## src/rtl/conv_frame_loader.sv

```systemverilog
`default_nettype none
// +--------------------------------------------------------------------------+
// | conv_frame_loader: collects a raster pixel stream into a frame buffer,   |
// | launches the convolver and holds the frame until it reports done.        |
// | Option: LOADER_DBUF_EN selects ping-pong buffering.  Rev 1.0             |
// +--------------------------------------------------------------------------+
module conv_frame_loader #(
  parameter int IMG_W = 8,
  parameter int IMG_H = 8,
  parameter int DW    = 8
) (
  input  logic                      clk,
  input  logic                      reset,
  input  logic                      pix_valid,
  input  logic                      pix_sof,
  input  logic signed [DW-1:0]      pix_data,
  output logic                      pix_ready,
  output logic [IMG_H*IMG_W*DW-1:0] frame_out,
  output logic                      in_st,
  input  logic                      conv_done,
  output logic                      busy,
  output logic                      sof_err,
  output logic [7:0]                frame_cnt
);
  localparam int N  = IMG_H * IMG_W;
  localparam int IW = $clog2(N);
`ifdef LOADER_DBUF_EN
  localparam int BANKS = 2;
`else
  localparam int BANKS = 1;
`endif
  localparam int AW = $clog2(BANKS * N);

  typedef enum logic [1:0] {
    FILL   = 2'd0,
    LAUNCH = 2'd1,
    WAIT   = 2'd2,
    HOLD   = 2'd3
  } state_t;

  state_t        state, state_nx;
  logic [IW-1:0] idx, wr_idx;
  logic          armed, accept, resync, last, launch_go;
  logic          fill_bank, show_bank;
  logic [AW-1:0] wr_addr, rd_base;
  logic [DW-1:0] mem [BANKS*N];

  // Raster position is kept as one linear index; an early SOF forces it back to 0.
  assign pix_ready = armed && (state == FILL);
  assign accept    = pix_valid && pix_ready;
  assign resync    = pix_sof && (idx != '0);
  assign wr_idx    = resync ? '0 : idx;
  assign last      = (wr_idx == IW'(N - 1));
  assign in_st     = (state == LAUNCH);
  assign wr_addr   = AW'(wr_idx) + (fill_bank ? AW'(N) : '0);
  assign rd_base   = show_bank ? AW'(N) : '0;

`ifdef LOADER_DBUF_EN
  logic busy_q;

  // A finished bank launches at once if the convolver is free (or frees this cycle).
  assign launch_go = ((state == FILL) && accept && last && (!busy_q || conv_done))
                   || ((state == HOLD) && conv_done);
  assign busy      = busy_q || (state == LAUNCH);

  always_ff @(posedge clk or negedge reset) begin
    if (!reset) begin
      fill_bank <= 1'b0;
      show_bank <= 1'b0;
      busy_q    <= 1'b0;
    end else begin
      if (launch_go) begin
        show_bank <= fill_bank;
        fill_bank <= ~fill_bank;
      end
      if (state == LAUNCH)
        busy_q <= 1'b1;
      else if (conv_done && !launch_go)
        busy_q <= 1'b0;
    end
  end
`else
  assign fill_bank = 1'b0;
  assign show_bank = 1'b0;
  assign launch_go = (state == FILL) && accept && last;
  assign busy      = (state == LAUNCH) || (state == WAIT);
`endif

  always_comb begin
    state_nx = state;
    case (state)
      FILL:   if (accept && last) state_nx = launch_go ? LAUNCH : HOLD;
`ifdef LOADER_DBUF_EN
      LAUNCH: state_nx = FILL;
`else
      LAUNCH: state_nx = WAIT;
`endif
      WAIT:   if (conv_done) state_nx = FILL;
      HOLD:   if (conv_done) state_nx = LAUNCH;
      default: state_nx = FILL;
    endcase
  end

  always_ff @(posedge clk or negedge reset) begin
    if (!reset) begin
      state     <= FILL;
      idx       <= '0;
      armed     <= 1'b0;
      sof_err   <= 1'b0;
      frame_cnt <= 8'd0;
      for (int i = 0; i < BANKS * N; i++) mem[i] <= '0;
    end else begin
      state <= state_nx;
      armed <= 1'b1;
      if (state == LAUNCH) frame_cnt <= frame_cnt + 8'd1;
      if (accept) begin
        mem[wr_addr] <= pix_data;
        idx          <= last ? '0 : wr_idx + IW'(1);
        if (resync || (!pix_sof && (idx == '0))) sof_err <= 1'b1;
      end
    end
  end

  for (genvar i = 0; i < N; i++) begin : g_out
    assign frame_out[i*DW +: DW] = mem[rd_base + AW'(i)];
  end

endmodule
`default_nettype wire
```

## config.mk

```make
export PLATFORM = sky130hd
export DESIGN_NAME = conv_frame_loader
export DESIGN_NICKNAME = d
export VERILOG_FILES = /design/src/rtl/conv_frame_loader.sv
export SDC_FILE = /design/constraint.sdc
export NUM_CORES = 1
export LEC_CHECK = 0
export BUFFER_PORTS_ARGS = -buffer_cell sky130_fd_sc_hd__buf_2
export CAP_MARGIN = 20
export CORE_AREA = 2 2 208 210
export CTS_BUF_LIST = sky130_fd_sc_hd__clkbuf_4
export DETAILED_ROUTE_END_ITERATION = 16
export DIE_AREA = 0 0 210 212
export PLACE_DENSITY = 0.83
export SYNTH_ARGS = -nofsm -noshare
export SYNTH_HDL_FRONTEND = slang
export SYNTH_SLANG_ARGS = --single-unit
```

## constraint.sdc

```tcl
create_clock -name clk -period 4.2 [get_ports clk]
set_input_delay 0.42 -clock clk [delete_from_list [all_inputs] [get_ports clk]]
set_output_delay 0.42 -clock clk [all_outputs]
set_load 0.01 [all_outputs]
```

# --- Yosys cells after proc, flatten, opt, wreduce, memory -nomap -nowiden ---
# Cells that the tools add are included.
op_classes:
  bitwise: 1
  n_mux: 10
  addsub: 2
  eq_ne: 7
  order_cmp: 2
  reduce_logical: 16
ops:
  columns: ["op", "n"]
  rows:
  - ["512-bit bitwise mux", 1]
  - ["8-bit demux with 6-bit select", 1]
  - ["6-bit 2-to-1 mux", 2]
  - ["8-bit by 1-bit adder with 8-bit output (second input constant)", 1]
  - ["1-bit logical AND", 8]
  - ["2-bit 2-to-1 mux", 4]
  - ["8-bit 2-to-1 mux", 1]
  - ["2-bit one-hot mux with 4 select lines", 1]
  - ["7-bit greater-or-equal comparator (second input constant)", 1]
  - ["7-bit by 1-bit < comparator with 1-bit output (second input constant)", 1]
  - ["6-bit inverter with 7-bit output", 1]
  - ["6-bit by 1-bit adder with 6-bit output (second input constant)", 1]
  - ["6-bit == test (second input constant)", 1]
  - ["6-bit logical NOT", 1]
  - ["6-bit nonzero test", 1]
  - ["2-bit == test (second input constant)", 2]
  - ["2-bit inequality test (second input constant)", 2]
  - ["3-bit AND reduction", 1]
  - ["2-bit by 1-bit == test with 1-bit output (second input constant)", 1]
  - ["2-bit logical NOT", 1]
  - ["1-bit logical OR", 2]
  - ["2-bit by 1-bit inequality test with 1-bit output (second input constant)", 1]
  - ["2-bit AND reduction", 1]
  - ["1-bit logical NOT", 1]
totals:
  inputBits: 13
  register_bits: 530
  word_cells: 107

# --- Logic depth before layout (Yosys ltp) ---
depth:
  word_depth: 9
  ltp_mapped: 12
  depth_no_buf: 9

# --- Worst setup path after synthesis ---
# Ideal clock, no wire load.
synth_timing:
  path_type: "reg-to-reg"
  startpoint: "register idx[1]"
  endpoint: "register mem[0] (netlist bit)"
  arrival_ns: 2.852
  period_less_slack_ns: 2.977
  path_buffers: 4
  setup_ns: 0.125
  path_stages_with_launch: 12
  slack_ns: 1.223
  cell_sequence: "dfrtp_1 clkbuf_1 nor3_2 nand2_1 ha_1 buf_6 nand2b_4 buf_6 or3_1 buf_6 nor3_4 mux2_4"
synth_via:
  elab_chain_cells: 9
  word_cells_on_any_way: 10
synth_rtl:
  columns: ["item", "line", "source"]
  rows:
  - ["start: declaration", "42", "logic [IW-1:0] idx, wr_idx;"]
  - ["start signal: assignment", "118", "idx <= last ? '0 : wr_idx + IW'(1);"]
  - ["6-bit nonzero test", "51", "assign resync = pix_sof && (idx != '0);"]
  - ["1-bit logical AND", "51", null]
  - ["6-bit 2-to-1 mux (*)", "52", "assign wr_idx = resync ? '0 : idx;"]
  - ["6-bit inverter with 7-bit output (not written as such) (*)", "117", "mem[wr_addr] <= pix_data;"]
  - ["7-bit greater-or-equal comparator (not written as such) or 7-bit by 1-bit < comparator with 1-bit output (tied branches)", "117", null]
  - ["1-bit logical AND (not written as such)", "117", null]
  - ["8-bit 2-to-1 mux (not written as such)", "117", null]
  - ["8-bit demux with 6-bit select (*)", "117", null]
  - ["512-bit bitwise mux (*)", "117", null]
  - ["end signal: indexed assignment", "117", null]
  - ["end: declaration", "46", "logic [DW-1:0] mem [BANKS*N];"]
# Mark *: on every way between the ends. The rest lies on a longest branch, timed or not.
# A chain may end at the register's enable or synchronous reset.

# --- Final worst setup path ---
layout_timing:
  startpoint: "register idx[1]"
  endpoint: "register mem[67] (netlist bit)"
# Same word-level chain as after synthesis.

==> results.cfg <==
[status]
outcome = finished clean

[drt]
drt-vias-per-instance = 5.35
first_iter_violations = 682
final_antenna_net_count = 0
route.detailed.drc = 0
drtPass1Iterations = 5
num_vias = 13500
wl_um = 58800
routedWlPerCell_um = 23.2

[floorplanning]
num_io_pins = 537
die_x_um = 210
die_h_um = 212
fp.coreArea_um2 = 42500
start_util_pct = 48.0
die-area_um2 = 44500
rows = 76

[setup_path]
startpoint_type = register
crit_path_end_kind = register
cp_slowest_stage_delay_ns = 0.84
path_max_fanout = 19
worstSetupPathType = reg -> reg
critPathRequiredTime_ns = 5.00
critPathTopFamily = simple AND/OR/NAND/NOR gates
cp_data_arrival_time_ns = 4.56
path_buf_inv = 1
crit_slowest_cell = nor2b_1
crit_chain = nor3_2, nand2_1, ha_1, buf_4, nand2b_4, or3_1, nor2b_1, mux2_2

[synth]
yosys.area.top_type = dfrtp_1
synth-edff-count = 0
synthFlopType = dfrtp_1
ys_warn_count = 0
async_reset_ff_share_pct = 100
synth_area_um2 = 20400
synth_area_leaders = dfrtp_1 (65%), mux2_2 (28%), clkbuf_1 (1.1%)
ys_seq_area_share_pct = 65.0
syn_nets = 1303
synth_top_cell_area_share_pct = 65.0
syn_avg_cell_area_um2 = 15.9
synth_commonest_cells = dfrtp_1 (530), mux2_2 (505), clkbuf_1 (59), nand2_1 (48), buf_2 (16)
yosys.cell_types.count = 47
synthCells = 1283
synth_most_common_cell = dfrtp_1
ys_ff_latch = 530

[timing]
report.final.slew_viol_count = 0
tightest_slew_ns = 1.07
clock.fmax_mhz = 266
rsz0062_at_grt = no
period_share_pct = 89.5
setup_viol = 0
hold_violations = 0
tns_ns = 0
fin_crit_ns = 3.76
maxSlewHeadroom_pct = 28.1
skew_ns = 0.0398

[placed_design]
io_buffers = 536
dp.final_hpwl_um = 39700
gp_congestion = 0.843
dp.cells = 2307

[cells_and_area]
fillers = 3253
drive_gt1_share_pct = 66.0
stdcell_count = 2533
multiInputGateArea_um2 = 6810
register_area_um2 = 13300
nNetsFinal = 1924
syn2layout_area_growth_pct = 24.8

[grt]
grt_usage_pct = 26.9
grt_pass1_vias = 14600
grt_max_degree = 102
overflow = 0
antenna_found_initial = 1
grt_pass1_wl_um = 88800

[clock_network]
ctsResizeCount = 0
cts_buffer_depth = 3
cts-root-buf = clkbuf_4
cts_made_buffers = 136
h-tree-depth = 4
cts_sinks = 530
cts_tree = yes
clock_latency_ns = 0.93
clkTransAtPathRegs_ns = 0.06

[pwr]
total_power_mw = 11.3
p_leak_nw = 14.8
pwr_density_cell_nw_per_um2 = 445
ir_drop_mv = 0.298

[flow_run]
maxCapViolations = 0

[worst_hold_path]
hold_class = in -> async
## stage by stage
stage	util [%]	hold slack, ns	instance area [µm²]	setup slack, ns
6_report	59.9	0.145	25500	0.440
5_1_grt	59.9	0.122	25500	0.242
4_1_cts	59.9	0.0362	25500	0.430
3_5_place_dp	55.9	0.460	23700	0.467
3_3_place_gp	55.8	0.456	23700	0.631
2_1_floorplan	-	0.124	20400	1.22
## metal layers
layer	routed length, µm	global-route usage, %	up-vias
li1	-	-	5820
met1	24200	33.7	7051
met2	28300	42.2	549
met3	4400	9.35	122
met4	1870	12.6	0
met5	0	0	-
## worst paths after layout
check	slack, ns	from	end	cells after the start
setup / recovery	0.44	idx[1]	mem[67]	8
hold / removal	0.15	reset	mem[437]	2
setup reg to reg	0.44	idx[1]	mem[67]	8
hold reg to reg	0.47	frame_cnt[7]	frame_cnt[7]	1
max in group asynchronous	2.99	reset	mem[100]	3
min in group clk	0.22	pix_data[4]	mem[484]	2
## final cells by class
cell class / count / share of cell area (%)
multi-input combinational: 662 / 26.8
inverter: 5 / 0.0737
timing repair buffer: 569 / 11.8
antenna: 1 / 0.00983
tap: 546 / 2.68
clock buffer: 194 / 5.72
clock inverter: 26 / 0.806
sequential: 530 / 52.1
## sequential cells by signal (all words and copies together) (netlist names)
register / cells
idx: 6
frame_cnt: 8
mem: 512
state: 2
armed: 1
sof_err: 1
## cells in the final DEF (no fill, tap or decap), types with 6 or more instances in the layout
cell,instances
nand2_1,48
nor2_1,6
clkinv_1,17
dfrtp_1,530
clkbuf_4,194
buf_2,535
buf_4,23
nor2b_1,6
mux2_4,8
ha_1,7
mux2_2,505
nand2_2,14
## kinds of logic (layout without fill, tap and decap cells)
| family | after synthesis | count (layout) | synth area share [%] |
|---|---|---|---|
| adders and majority gates | 7 | 7 | 0.429 |
| muxes | 514 | 514 | 28.5 |
| xor gates and xnor gates | 7 | 7 | 0.301 |
| DFF | 530 | 530 | 65.0 |
| buffers and inverters | 91 | 794 | 1.88 |
| AOI/OAI and AO/OA | 19 | 19 | 0.662 |
| other | 1 | 2 | 0.0184 |
| and+or+nand+nor | 114 | 114 | 3.19 |
## power breakdown
part	total [mW]	switching [mW]	internal, mW	leakage, nW
sequential	5.66	0.238	5.43	7.34
combinational	1.33	0.779	0.551	6.51
clock	4.35	2.00	2.34	0.996
total	11.3	3.02	8.32	14.8
## worst reg2reg max path, delay by kind of cell, from the launching register on
family | cells | cell delay (ns)
DFF | 1 | 0.54
and+or+nand+nor | 5 | 2.23
muxes | 1 | 0.43
adders and majority gates | 1 | 0.22
buffers and inverters | 1 | 0.21
## timing repair
action	4_1_cts	5_1_grt
buffers inserted	0	0
hold endpoints to repair	154	0
hold buffers	5	0
No activity file was read; power rests on OpenSTA's default activity.
